--- config.mk ---
export PLATFORM = sky130hd
export DESIGN_NAME = limit_control_multich
export DESIGN_NICKNAME = d
export VERILOG_FILES = /design/src/rtl/limit_control_multich_pkg.sv /design/src/rtl/limit_control_multich_float_cmp_pipe.sv /design/src/rtl/limit_control_multich.sv
export SDC_FILE = /design/constraint.sdc
export NUM_CORES = 2
export LEC_CHECK = 0
export CAP_MARGIN = 30
export CORE_MARGIN = 2
export CORE_UTILIZATION = 40
export DETAILED_ROUTE_END_ITERATION = 12
export PLACE_DENSITY = 0.66
export RECOVER_POWER = 25
export SETUP_SLACK_MARGIN = 0.02
export SYNTH_ARGS = -nofsm -noshare
export SYNTH_HDL_FRONTEND = slang
export SYNTH_HIERARCHICAL = 1
export SYNTH_SLANG_ARGS = --single-unit
--- constraint.sdc ---
create_clock -name clk -period 49.8 [get_ports clk]
set_input_delay 7.47 -clock clk [delete_from_list [all_inputs] [get_ports clk]]
set_output_delay 7.47 -clock clk [all_outputs]
set_load 0.05 [all_outputs]
--- src/rtl/limit_control_multich_pkg.sv ---
`default_nettype none
// +----------------------------------------------------------------------+
// | limit_control_multich_pkg                                            |
// | Float helpers (NaN/zero detect, total-order key) and default limits. |
// | Revision: 1.0                                                        |
// +----------------------------------------------------------------------+
package limit_control_multich_pkg;

   localparam int c_FMAX_W = 64;

   localparam logic [63:0] c_UPPER_DEF_D = 64'h403B_0000_0000_0000;  // 27.0 double
   localparam logic [63:0] c_LOWER_DEF_D = 64'h4000_0000_0000_0000;  //  2.0 double
   localparam logic [63:0] c_UPPER_DEF_S = 64'h0000_0000_41D8_0000;  // 27.0 single
   localparam logic [63:0] c_LOWER_DEF_S = 64'h0000_0000_4000_0000;  //  2.0 single

   localparam logic [0:0] c_ST_IDLE = 1'b0;
   localparam logic [0:0] c_ST_RUN  = 1'b1;

   function automatic logic [63:0] f_width_mask(input int w);
      return (w == 32) ? 64'h0000_0000_FFFF_FFFF : 64'hFFFF_FFFF_FFFF_FFFF;
   endfunction

   function automatic logic f_is_zero(input logic [63:0] v, input int w);
      return (v & (f_width_mask(w) >> 1)) == 64'd0;
   endfunction

   function automatic logic f_is_nan(input logic [63:0] v, input int w);
      if (w == 32)
         return (v[30:23] == 8'hFF) && (v[22:0] != 23'd0);
      return (v[62:52] == 11'h7FF) && (v[51:0] != 52'd0);
   endfunction

   // Unsigned-comparable key; -0 collapses onto +0 first so they compare equal.
   function automatic logic [63:0] f_key(input logic [63:0] v, input int w);
      logic [63:0] n;
      n = f_is_zero(v, w) ? 64'd0 : (v & f_width_mask(w));
      if (n[w-1])
         return ~n & f_width_mask(w);
      return n ^ (64'd1 << (w - 1));
   endfunction

endpackage
`default_nettype wire

--- src/rtl/limit_control_multich_float_cmp_pipe.sv ---
`default_nettype none
// +----------------------------------------------------------------------+
// | float_cmp_pipe                                                       |
// | IEEE-754 a>b / a<b compare, registered CMP_LAT stages deep.          |
// | Revision: 1.0                                                        |
// +----------------------------------------------------------------------+
module float_cmp_pipe
   import limit_control_multich_pkg::*;
#(
   parameter int W       = 64,
   parameter int CMP_LAT = 1
) (
   input  logic         clk,
   input  logic         rst,
   input  logic [W-1:0] a,
   input  logic [W-1:0] b,
   output logic         agb,
   output logic         alb,
   output logic         a_nan
);

   logic [63:0] w_a64;
   logic [63:0] w_b64;
   logic [63:0] w_ka;
   logic [63:0] w_kb;
   logic [2:0]  w_res;
   logic [2:0]  r_pipe [CMP_LAT];

   always_comb begin
      w_a64 = 64'(a);
      w_b64 = 64'(b);
      w_ka  = f_key(w_a64, W);
      w_kb  = f_key(w_b64, W);
      w_res = {f_is_nan(w_a64, W), (w_ka > w_kb), (w_ka < w_kb)};
   end

   always_ff @(posedge clk or posedge rst) begin
      if (rst) begin
         for (int i = 0; i < CMP_LAT; i++)
            r_pipe[i] <= 3'b000;
      end else begin
         r_pipe[0] <= w_res;
         for (int i = 1; i < CMP_LAT; i++)
            r_pipe[i] <= r_pipe[i-1];
      end
   end

   assign a_nan = r_pipe[CMP_LAT-1][2];
   assign agb   = r_pipe[CMP_LAT-1][1];
   assign alb   = r_pipe[CMP_LAT-1][0];

endmodule
`default_nettype wire

--- src/rtl/limit_control_multich.sv ---
`default_nettype none
// +----------------------------------------------------------------------+
// | limit_control_multich                                                |
// | Multi-channel float clamp with programmable limits and frame FSM.    |
// | Revision: 1.0                                                        |
// +----------------------------------------------------------------------+
module limit_control_multich
   import limit_control_multich_pkg::*;
#(
   parameter int          W         = 64,
   parameter int          NCH       = 4,
   parameter int          CH_W      = 2,
   parameter int          CMP_LAT   = 1,
   parameter logic [63:0] UPPER_DEF = (W == 32) ? c_UPPER_DEF_S : c_UPPER_DEF_D,
   parameter logic [63:0] LOWER_DEF = (W == 32) ? c_LOWER_DEF_S : c_LOWER_DEF_D
) (
   input  logic            clk,
   input  logic            rst,
   input  logic            cfg_we,
   input  logic [CH_W-1:0] cfg_ch,
   input  logic [W-1:0]    cfg_upper,
   input  logic [W-1:0]    cfg_lower,
   output logic            cfg_err,
   input  logic            sta,
   input  logic            x_valid,
   input  logic [CH_W-1:0] x_ch,
   input  logic [W-1:0]    x,
   output logic            y_valid,
   output logic [CH_W-1:0] y_ch,
   output logic [W-1:0]    y,
   output logic            sat_hi,
   output logic            sat_lo,
   output logic            done_sig,
   output logic            overrun
);

   localparam int c_CNT_W = CH_W + 1;
   localparam int c_LAST  = CMP_LAT - 1;

   logic [W-1:0]    r_upper [NCH];
   logic [W-1:0]    r_lower [NCH];
   logic            r_cfg_err;
   logic            w_cfg_bad;

   logic            r_vld [CMP_LAT];
   logic [CH_W-1:0] r_ch  [CMP_LAT];
   logic [W-1:0]    r_x   [CMP_LAT];
   logic [W-1:0]    r_lo  [CMP_LAT];
   logic [W-1:0]    r_up  [CMP_LAT];

   logic            w_hi_agb, w_hi_alb, w_hi_nan;
   logic            w_lo_agb, w_lo_alb, w_lo_nan;
   logic            w_unused_cmp;

   logic            r_y_valid;
   logic [CH_W-1:0] r_y_ch;
   logic [W-1:0]    r_y;
   logic            r_sat_hi, r_sat_lo;

   logic [0:0]         r_state;
   logic [c_CNT_W-1:0] r_cnt;
   logic               r_overrun;
   logic               w_done;

   always_comb begin
      w_cfg_bad = f_is_nan(64'(cfg_lower), W) || f_is_nan(64'(cfg_upper), W) ||
                  (f_key(64'(cfg_lower), W) > f_key(64'(cfg_upper), W)) ||
                  (int'(cfg_ch) >= NCH);
   end

   always_ff @(posedge clk or posedge rst) begin
      if (rst) begin
         r_cfg_err <= 1'b0;
         for (int i = 0; i < NCH; i++) begin
            r_upper[i] <= UPPER_DEF[W-1:0];
            r_lower[i] <= LOWER_DEF[W-1:0];
         end
      end else begin
         r_cfg_err <= cfg_we && w_cfg_bad;
         if (cfg_we && !w_cfg_bad) begin
            r_upper[cfg_ch] <= cfg_upper;
            r_lower[cfg_ch] <= cfg_lower;
         end
      end
   end

   // Limits are sampled here, before any same-cycle config write lands.
   always_ff @(posedge clk or posedge rst) begin
      if (rst) begin
         for (int i = 0; i < CMP_LAT; i++) begin
            r_vld[i] <= 1'b0;
            r_ch[i]  <= '0;
            r_x[i]   <= '0;
            r_lo[i]  <= '0;
            r_up[i]  <= '0;
         end
      end else begin
         r_vld[0] <= x_valid;
         r_ch[0]  <= x_ch;
         r_x[0]   <= x;
         r_lo[0]  <= r_lower[x_ch];
         r_up[0]  <= r_upper[x_ch];
         for (int i = 1; i < CMP_LAT; i++) begin
            r_vld[i] <= r_vld[i-1];
            r_ch[i]  <= r_ch[i-1];
            r_x[i]   <= r_x[i-1];
            r_lo[i]  <= r_lo[i-1];
            r_up[i]  <= r_up[i-1];
         end
      end
   end

   float_cmp_pipe #(.W(W), .CMP_LAT(CMP_LAT)) u_cmp_hi (
      .clk   (clk),
      .rst   (rst),
      .a     (x),
      .b     (r_upper[x_ch]),
      .agb   (w_hi_agb),
      .alb   (w_hi_alb),
      .a_nan (w_hi_nan)
   );

   float_cmp_pipe #(.W(W), .CMP_LAT(CMP_LAT)) u_cmp_lo (
      .clk   (clk),
      .rst   (rst),
      .a     (x),
      .b     (r_lower[x_ch]),
      .agb   (w_lo_agb),
      .alb   (w_lo_alb),
      .a_nan (w_lo_nan)
   );

   assign w_unused_cmp = w_hi_alb ^ w_lo_agb;

   always_ff @(posedge clk or posedge rst) begin
      if (rst) begin
         r_y_valid <= 1'b0;
         r_y_ch    <= '0;
         r_y       <= '0;
         r_sat_hi  <= 1'b0;
         r_sat_lo  <= 1'b0;
      end else begin
         r_y_valid <= r_vld[c_LAST];
         if (r_vld[c_LAST]) begin
            r_y_ch <= r_ch[c_LAST];
            if (w_hi_nan || w_lo_nan) begin
               r_y      <= r_lo[c_LAST];
               r_sat_hi <= 1'b0;
               r_sat_lo <= 1'b1;
            end else if (w_hi_agb) begin
               r_y      <= r_up[c_LAST];
               r_sat_hi <= 1'b1;
               r_sat_lo <= 1'b0;
            end else if (w_lo_alb) begin
               r_y      <= r_lo[c_LAST];
               r_sat_hi <= 1'b0;
               r_sat_lo <= 1'b1;
            end else begin
               r_y      <= r_x[c_LAST];
               r_sat_hi <= 1'b0;
               r_sat_lo <= 1'b0;
            end
         end
      end
   end

   // done is decoded from registered state so it lines up with the last y_valid.
   assign w_done = (r_state == c_ST_RUN) && r_y_valid &&
                   (r_cnt == c_CNT_W'(NCH - 1));

   always_ff @(posedge clk or posedge rst) begin
      if (rst) begin
         r_state   <= c_ST_IDLE;
         r_cnt     <= '0;
         r_overrun <= 1'b0;
      end else begin
         case (r_state)
            c_ST_IDLE: begin
               if (sta) begin
                  r_state <= c_ST_RUN;
                  r_cnt   <= '0;
               end
            end
            default: begin
               if (w_done) begin
                  r_cnt   <= '0;
                  r_state <= sta ? c_ST_RUN : c_ST_IDLE;
               end else begin
                  if (r_y_valid)
                     r_cnt <= r_cnt + 1'b1;
                  if (sta)
                     r_overrun <= 1'b1;
               end
            end
         endcase
      end
   end

   assign cfg_err  = r_cfg_err;
   assign y_valid  = r_y_valid;
   assign y_ch     = r_y_ch;
   assign y        = r_y;
   assign sat_hi   = r_sat_hi;
   assign sat_lo   = r_sat_lo;
   assign done_sig = w_done;
   assign overrun  = r_overrun;

endmodule
`default_nettype wire

=== Word level (Yosys, flattened, before mapping) ===
Cells that the tools add are included.

* Word-level logic and storage cells: 119
* Input port bits: 201
* Bits in registers: 788
* Output and inout port bits: 72

* Bitwise logic cells: 13
* Equality and inequality tests: 5
* Reductions and logical operators: 23
* Add/sub/neg operators: 1
* Multiplexer cells: 45
* Order comparisons: 8

{| class="wikitable"
|+ Operators by type and width
! kind !! count
|-
| $mux W64 || 23
|-
| $bwmux W256 || 2
|-
| $logic_not A64 Y1 || 5
|-
| $not A64 Y64 || 5
|-
| $bmux W64 S2 || 2
|-
| $gt A64 B64 Y1 || 3
|-
| $reduce_bool A52 Y1 || 3
|-
| $demux W64 S2 || 1
|-
| $lt A64 B64 Y1 || 2
|-
| $eq A11 B11 Y1 const B || 3
|-
| $mux W1 || 13
|-
| $mux W3 || 4
|-
| $logic_and A1 B1 Y1 || 8
|-
| $ge A3 B3 Y1 const B || 2
|-
| $not A1 Y1 || 6
|-
| $not A2 Y3 || 2
|-
| $add A3 B1 Y3 const B || 1
|-
| $eq A3 B2 Y1 const B || 1
|-
| $logic_or A1 B1 Y1 || 3
|-
| $lt A3 B1 Y1 const B || 1
|-
| $ne A3 B3 Y1 const B || 1
|-
| $reduce_and A3 Y1 || 1
|-
| $reduce_and A2 Y1 || 1
|-
| $reduce_bool A2 Y1 || 1
|-
| $logic_not A1 Y1 || 1
|}

=== Depth between registers and ports, before layout ===
* Depth after elaboration: 10
* Depth in mapped cells: 18
* Depth with buffers taken out: 14

=== Modules after synthesis ===
Netlist, hierarchy kept.

{| class="wikitable"
|+ By module, submodules not included
! module !! sequential area each (µm²) !! area an instance (µm²) !! cells each !! times used
|-
| limit_control_multich || 19,603.8 || 34,839.7 || 2,417 || 1
|-
| float_cmp_pipe || 75.1 || 3,545.9 || 504 || 2
|}

=== Worst setup path after synthesis ===
OpenSTA, ideal clock, no wires.

* Path type: input to register
* Start point: in x_ch[0]
* End point: reg u_cmp_hi/r_pipe[1] (netlist name)
* Setup time: 0.126 ns
* Cell stages on the path: 18
* Data arrival time: 11.809 ns
* Path buffers: 4
* Path slack: 37.865 ns
* Data required time: 49.674 ns
* Path through: clkbuf_1 buf_1 mux4_2 nor4_1 nand4_1 nor2_1 nand2_1 clkbuf_1 clkbuf_1 nand2_1 ha_1 a211oi_1 o21bai_1 a21o_1 a221o_1 nor3b_1 a211oi_2 maj3_2

* Cells in the longest elaborated chain, start to end: 10
* Elaborated cells between the ends (all ways): 12
* Those cells by class: order compare (1); mux (7); bitwise (3); reduce/logical (1)

{| class="wikitable"
|+ Ends and longest elaborated chain
! what !! line !! source
|-
| from (decl) || limit_control_multich.sv:26 || <nowiki>input logic [CH_W-1:0] x_ch,</nowiki>
|-
| $not A2 Y3 (implied by the code) (*) || limit_control_multich.sv:117 || <nowiki>.b (r_upper[x_ch]),</nowiki>
|-
| $bmux W64 S2 (*) || limit_control_multich.sv:117 ||
|-
| $mux W64 (implied by the code) (*) (2 in a row) || limit_control_multich.sv:117 ||
|-
| $logic_not A64 Y1 || limit_control_multich_pkg.sv:24 || <nowiki>return (v & (f_width_mask(w) >> 1)) == 64'd0;</nowiki>
|-
| $mux W64 (*) || limit_control_multich_pkg.sv:36 || <nowiki>n = f_is_zero(v, w) ? 64'd0 : (v & f_width_mask(w));</nowiki>
|-
| $not A64 Y64 || limit_control_multich_pkg.sv:38 || <nowiki>return ~n & f_width_mask(w);</nowiki>
|-
| $mux W64 || limit_control_multich_pkg.sv:37 || <nowiki>if (n[w-1])</nowiki>
|-
| $mux W64 (*) || limit_control_multich_pkg.sv:39 || <nowiki>return n ^ (64'd1 << (w - 1));</nowiki>
|-
| $gt A64 B64 Y1 (*) || limit_control_multich_float_cmp_pipe.sv:34 || <nowiki>w_res = {f_is_nan(w_a64, W), (w_ka > w_kb), (w_ka < w_kb)};</nowiki>
|-
| via u_cmp_hi.w_res[1] || limit_control_multich_float_cmp_pipe.sv:26 || <nowiki>logic [2:0] w_res;</nowiki>
|-
| to (signal, indexed assignment) || limit_control_multich_float_cmp_pipe.sv:44 || <nowiki>r_pipe[i] <= r_pipe[i-1];</nowiki>
|-
| to (decl) || limit_control_multich_float_cmp_pipe.sv:27 || <nowiki>logic [2:0] r_pipe [CMP_LAT];</nowiki>
|}

Mark *: on every way through the listed nets, which the timed path passes. The rest lies on a longest branch. The select of a mux whose other input is x is not followed.
A chain may end at the register's enable or synchronous reset.

=== Worst setup path after layout ===
Same ends and word-level chain as after synthesis.

==> reports/results.env <==
STATUS='complete, but fails checks'
VIOLATIONS_IN_THE_FINAL_REPORTS='max-capacitance violations, max-slew violations'
GRT_START_MAX_NET_PINS=183
POSTCTS_RESIZE_CNT=0
CTS.SINKS=786
STARTPOINT_TYPE='input pin'
TRITONCTS='yes'
TIMING.HOLD.WORST.CLASS='register to register'
CTS.PATH.MAX_BUFFERS=3
CAP_VIOLATIONS=9
PWR_DENSITY_CELL_nW_PER_UM2=54.0
GRT_FIRST_PASS_WIRELENGTH_MICRONS=187000
SYN_AVG_CELL_AREA_SQ_UM=12.3
FIRST_GLOBAL_VIAS=28313
NUMBER_OF_I_O_PINS=273
FMAX_MHz=53.3
FF_LATCH_AREA_SQ_UM=19700
PLACEABLECOREAREA_SQ_UM=104000
DRT_ITER0_DRC=2266
LAYOUTNONFILLERINSTCOUNT=5059
PLACED_AREA_SQ_UM=45700
WIRE_PER_INST_MICRONS=24.5
CRITICAL_PATH_PEAK_FANOUT=75
DPL.CELL_COUNT=4890
GRT_ANTENNA_BEFORE_REPAIR=22
FINAL_LAYOUT_SIZE_SUFFIX_GT1_FRAC=0.183
FLOW.AREA_GROWTH_FROM_SYNTHESIS_PCT=16.6
OVERALL_DIE_AREA_SQ_UM=107000
SETUP.WORST_PATH.END_CLASS='register'
N_FILL_CELL=9324
FIN_SETUP_TNS_NS=0
IRDROPWORSTVDD_uV=29.9
START_UTIL=0.403
CRIT_REQUIRED_NS=50.39
CTS-ROOT-BUF='sky130_fd_sc_hd__clkbuf_16'
HOLD_VIOLATIONS=0
DESIGN_AREA_SQ_UM=48700
DRTPASS1ITERATIONS=8
MULTI_INPUT_COMB_AREA_SQ_UM=21100
CRIT_ARRIVAL_NS=19.34
TOTAL_POWER_mW=2.63
SETUP_VIOLATIONS=0
CRIT_FAMILY='buffers and inverters'
SYNTH_NETS=3802
VIAS=28534
CTS_MAX_LEVEL=3
GRT_REMAINING_OVERFLOW=0
CELLLEAKAGEPOWER_nW=20.6
ROWS=118
POSTCTSSETUPREPAIRBUFS=0
MAX_STAGE_DELAY_NS=4.69
ANTENNA_VIOLATING_NETS_POST_ROUTE=0
DIEHEIGHT_MICRONS=327
ROUTE.DETAILED.VIAS_PER_INST=5.64
CP.BUFFERS_INVERTERS=3
TIMING_WORST_SLEW_PIN_VALUE_NS=6.49
PORT_BUFFERS=272
FINAL_MAX_SLEW_VIOL_COUNT=561
WHS_PATH_DEPTH=1
RR_WORST_DEPTH=14
UNREPAIRED_SETUP_ENDPOINTS_AFTER_GLOBAL_ROUTING='no'
CP.DEPTH=16
POST_SYNTH_INST_COUNT=3411
DETAIL_ROUTE.DRC_VIOLATIONS=0
MAXSLEWHEADROOM=-3.33
FINALWORSTPATHREQUIREDPERIOD_NS=18.75
CHIPWIDTH_MICRONS=327
POSTCTSHOLDBUFS=0
CRITPATHSLOWESTCELL='sky130_fd_sc_hd__clkbuf_1'
CLK_TRANSITION_REPORTED_PATHS_NS=0.07
DP.FINAL_HPWL_MICRONS=87600
FINCLKSKEW_NS=0.0249
CRIT_PATH_CELL_TRACE='clkbuf_1 -> clkbuf_1 -> mux4_2 -> nor4_1 -> nand4_1 -> nor2_1 -> nand2_2 -> buf_4 -> nand2_1 -> ha_1 -> nand4_1 -> nor4_1 -> o31ai_1 -> o221a_2 -> a211oi_2 -> maj3_2'
LAYOUT_NET_COUNT=3992
GR-USAGE-ALL-LAYERS=0.230
ROUTABILITYCONGESTION=0.889
MINIMUM_HOLD_SLACK_NS=0.475
SYNTH_WARNINGS=6
MAPPEDNETLISTAREA_SQ_UM=41800
CRITPATHKIND='input pin to register'
WL_MICRONS=124000
FIN_CRIT_SH=0.376
CTS_BUFFERS=86
CLK_LATENCY_NS=0.65
-- per-stage QoR --
| stage | utilization | worst slack [ns] |
|---|---|---|
| after floorplan | - | 20.42 |
| after global placement | 0.441 | 34.14 |
| after detailed placement | 0.441 | 34.37 |
| after CTS | 0.470 | 35.04 |
| after global routing | 0.470 | 29.87 |
| final | 0.470 | 31.05 |
-- final timing paths --
path | to | from | slack (ns)
worst max register to register | u_cmp_hi/r_pipe[1] | r_upper[11] | 44.63
min in group asynchronous | u_cmp_hi/r_pipe[1] | rst | 7.24
worst min-delay path | overrun | overrun | 0.47
worst min register to register | overrun | overrun | 0.47
max in group asynchronous | r_upper[34] | rst | 35.20
worst max-delay path | u_cmp_hi/r_pipe[1] | x_ch[0] | 31.05
-- sequential cells by signal, summed over array words and instances (netlist names) --
signal           flops
y_valid              1
overrun              1
sat_lo               1
u_cmp_lo/r_pipe      2
r_vld                1
u_cmp_hi/r_pipe      2
cfg_err              1
y                   64
r_up                64
r_ch                 2
r_upper            256
y_ch                 2
r_x                 64
r_state              1
r_lower            256
r_cnt                3
sat_hi               1
r_lo                64
-- cell type report --
class                           count  area share
Antenna cell                       10    0.000513
Clock buffer                      127      0.0536
Tap cell                         1380      0.0354
Timing Repair Buffer              320      0.0631
Clock inverter                     29     0.00806
Inverter                           14     0.00110
Sequential cell                   786       0.404
Multi-Input combinational cell   2393       0.434
-- per-layer routing --
layer	global-route usage	routed length, microns
met2	0.358	56700
met5	0	34
met4	0.0778	3930
met1	0.328	56300
met3	0.0385	7180
-- placed cells by master (no fill, tap or decap), types with 126 or more instances in the layout --
master                            count
sky130_fd_sc_hd__dfrtp_1            756
sky130_fd_sc_hd__mux2_2             298
sky130_fd_sc_hd__mux2_1             280
sky130_fd_sc_hd__nand2_1            222
sky130_fd_sc_hd__nor2_1             214
sky130_fd_sc_hd__clkdlybuf4s50_1    201
sky130_fd_sc_hd__xor2_1             190
sky130_fd_sc_hd__ha_1               190
sky130_fd_sc_hd__xnor2_1            188
sky130_fd_sc_hd__mux4_2             126
-- power by group --
part	switching, mW	leakage (nW)	total (mW)	internal, mW
logic	0.569	9.75	0.994	0.426
registers	0.107	9.38	0.965	0.857
clock network	0.270	1.47	0.674	0.405
total	0.946	20.6	2.63	1.69
(Power assumes the default switching activity.)
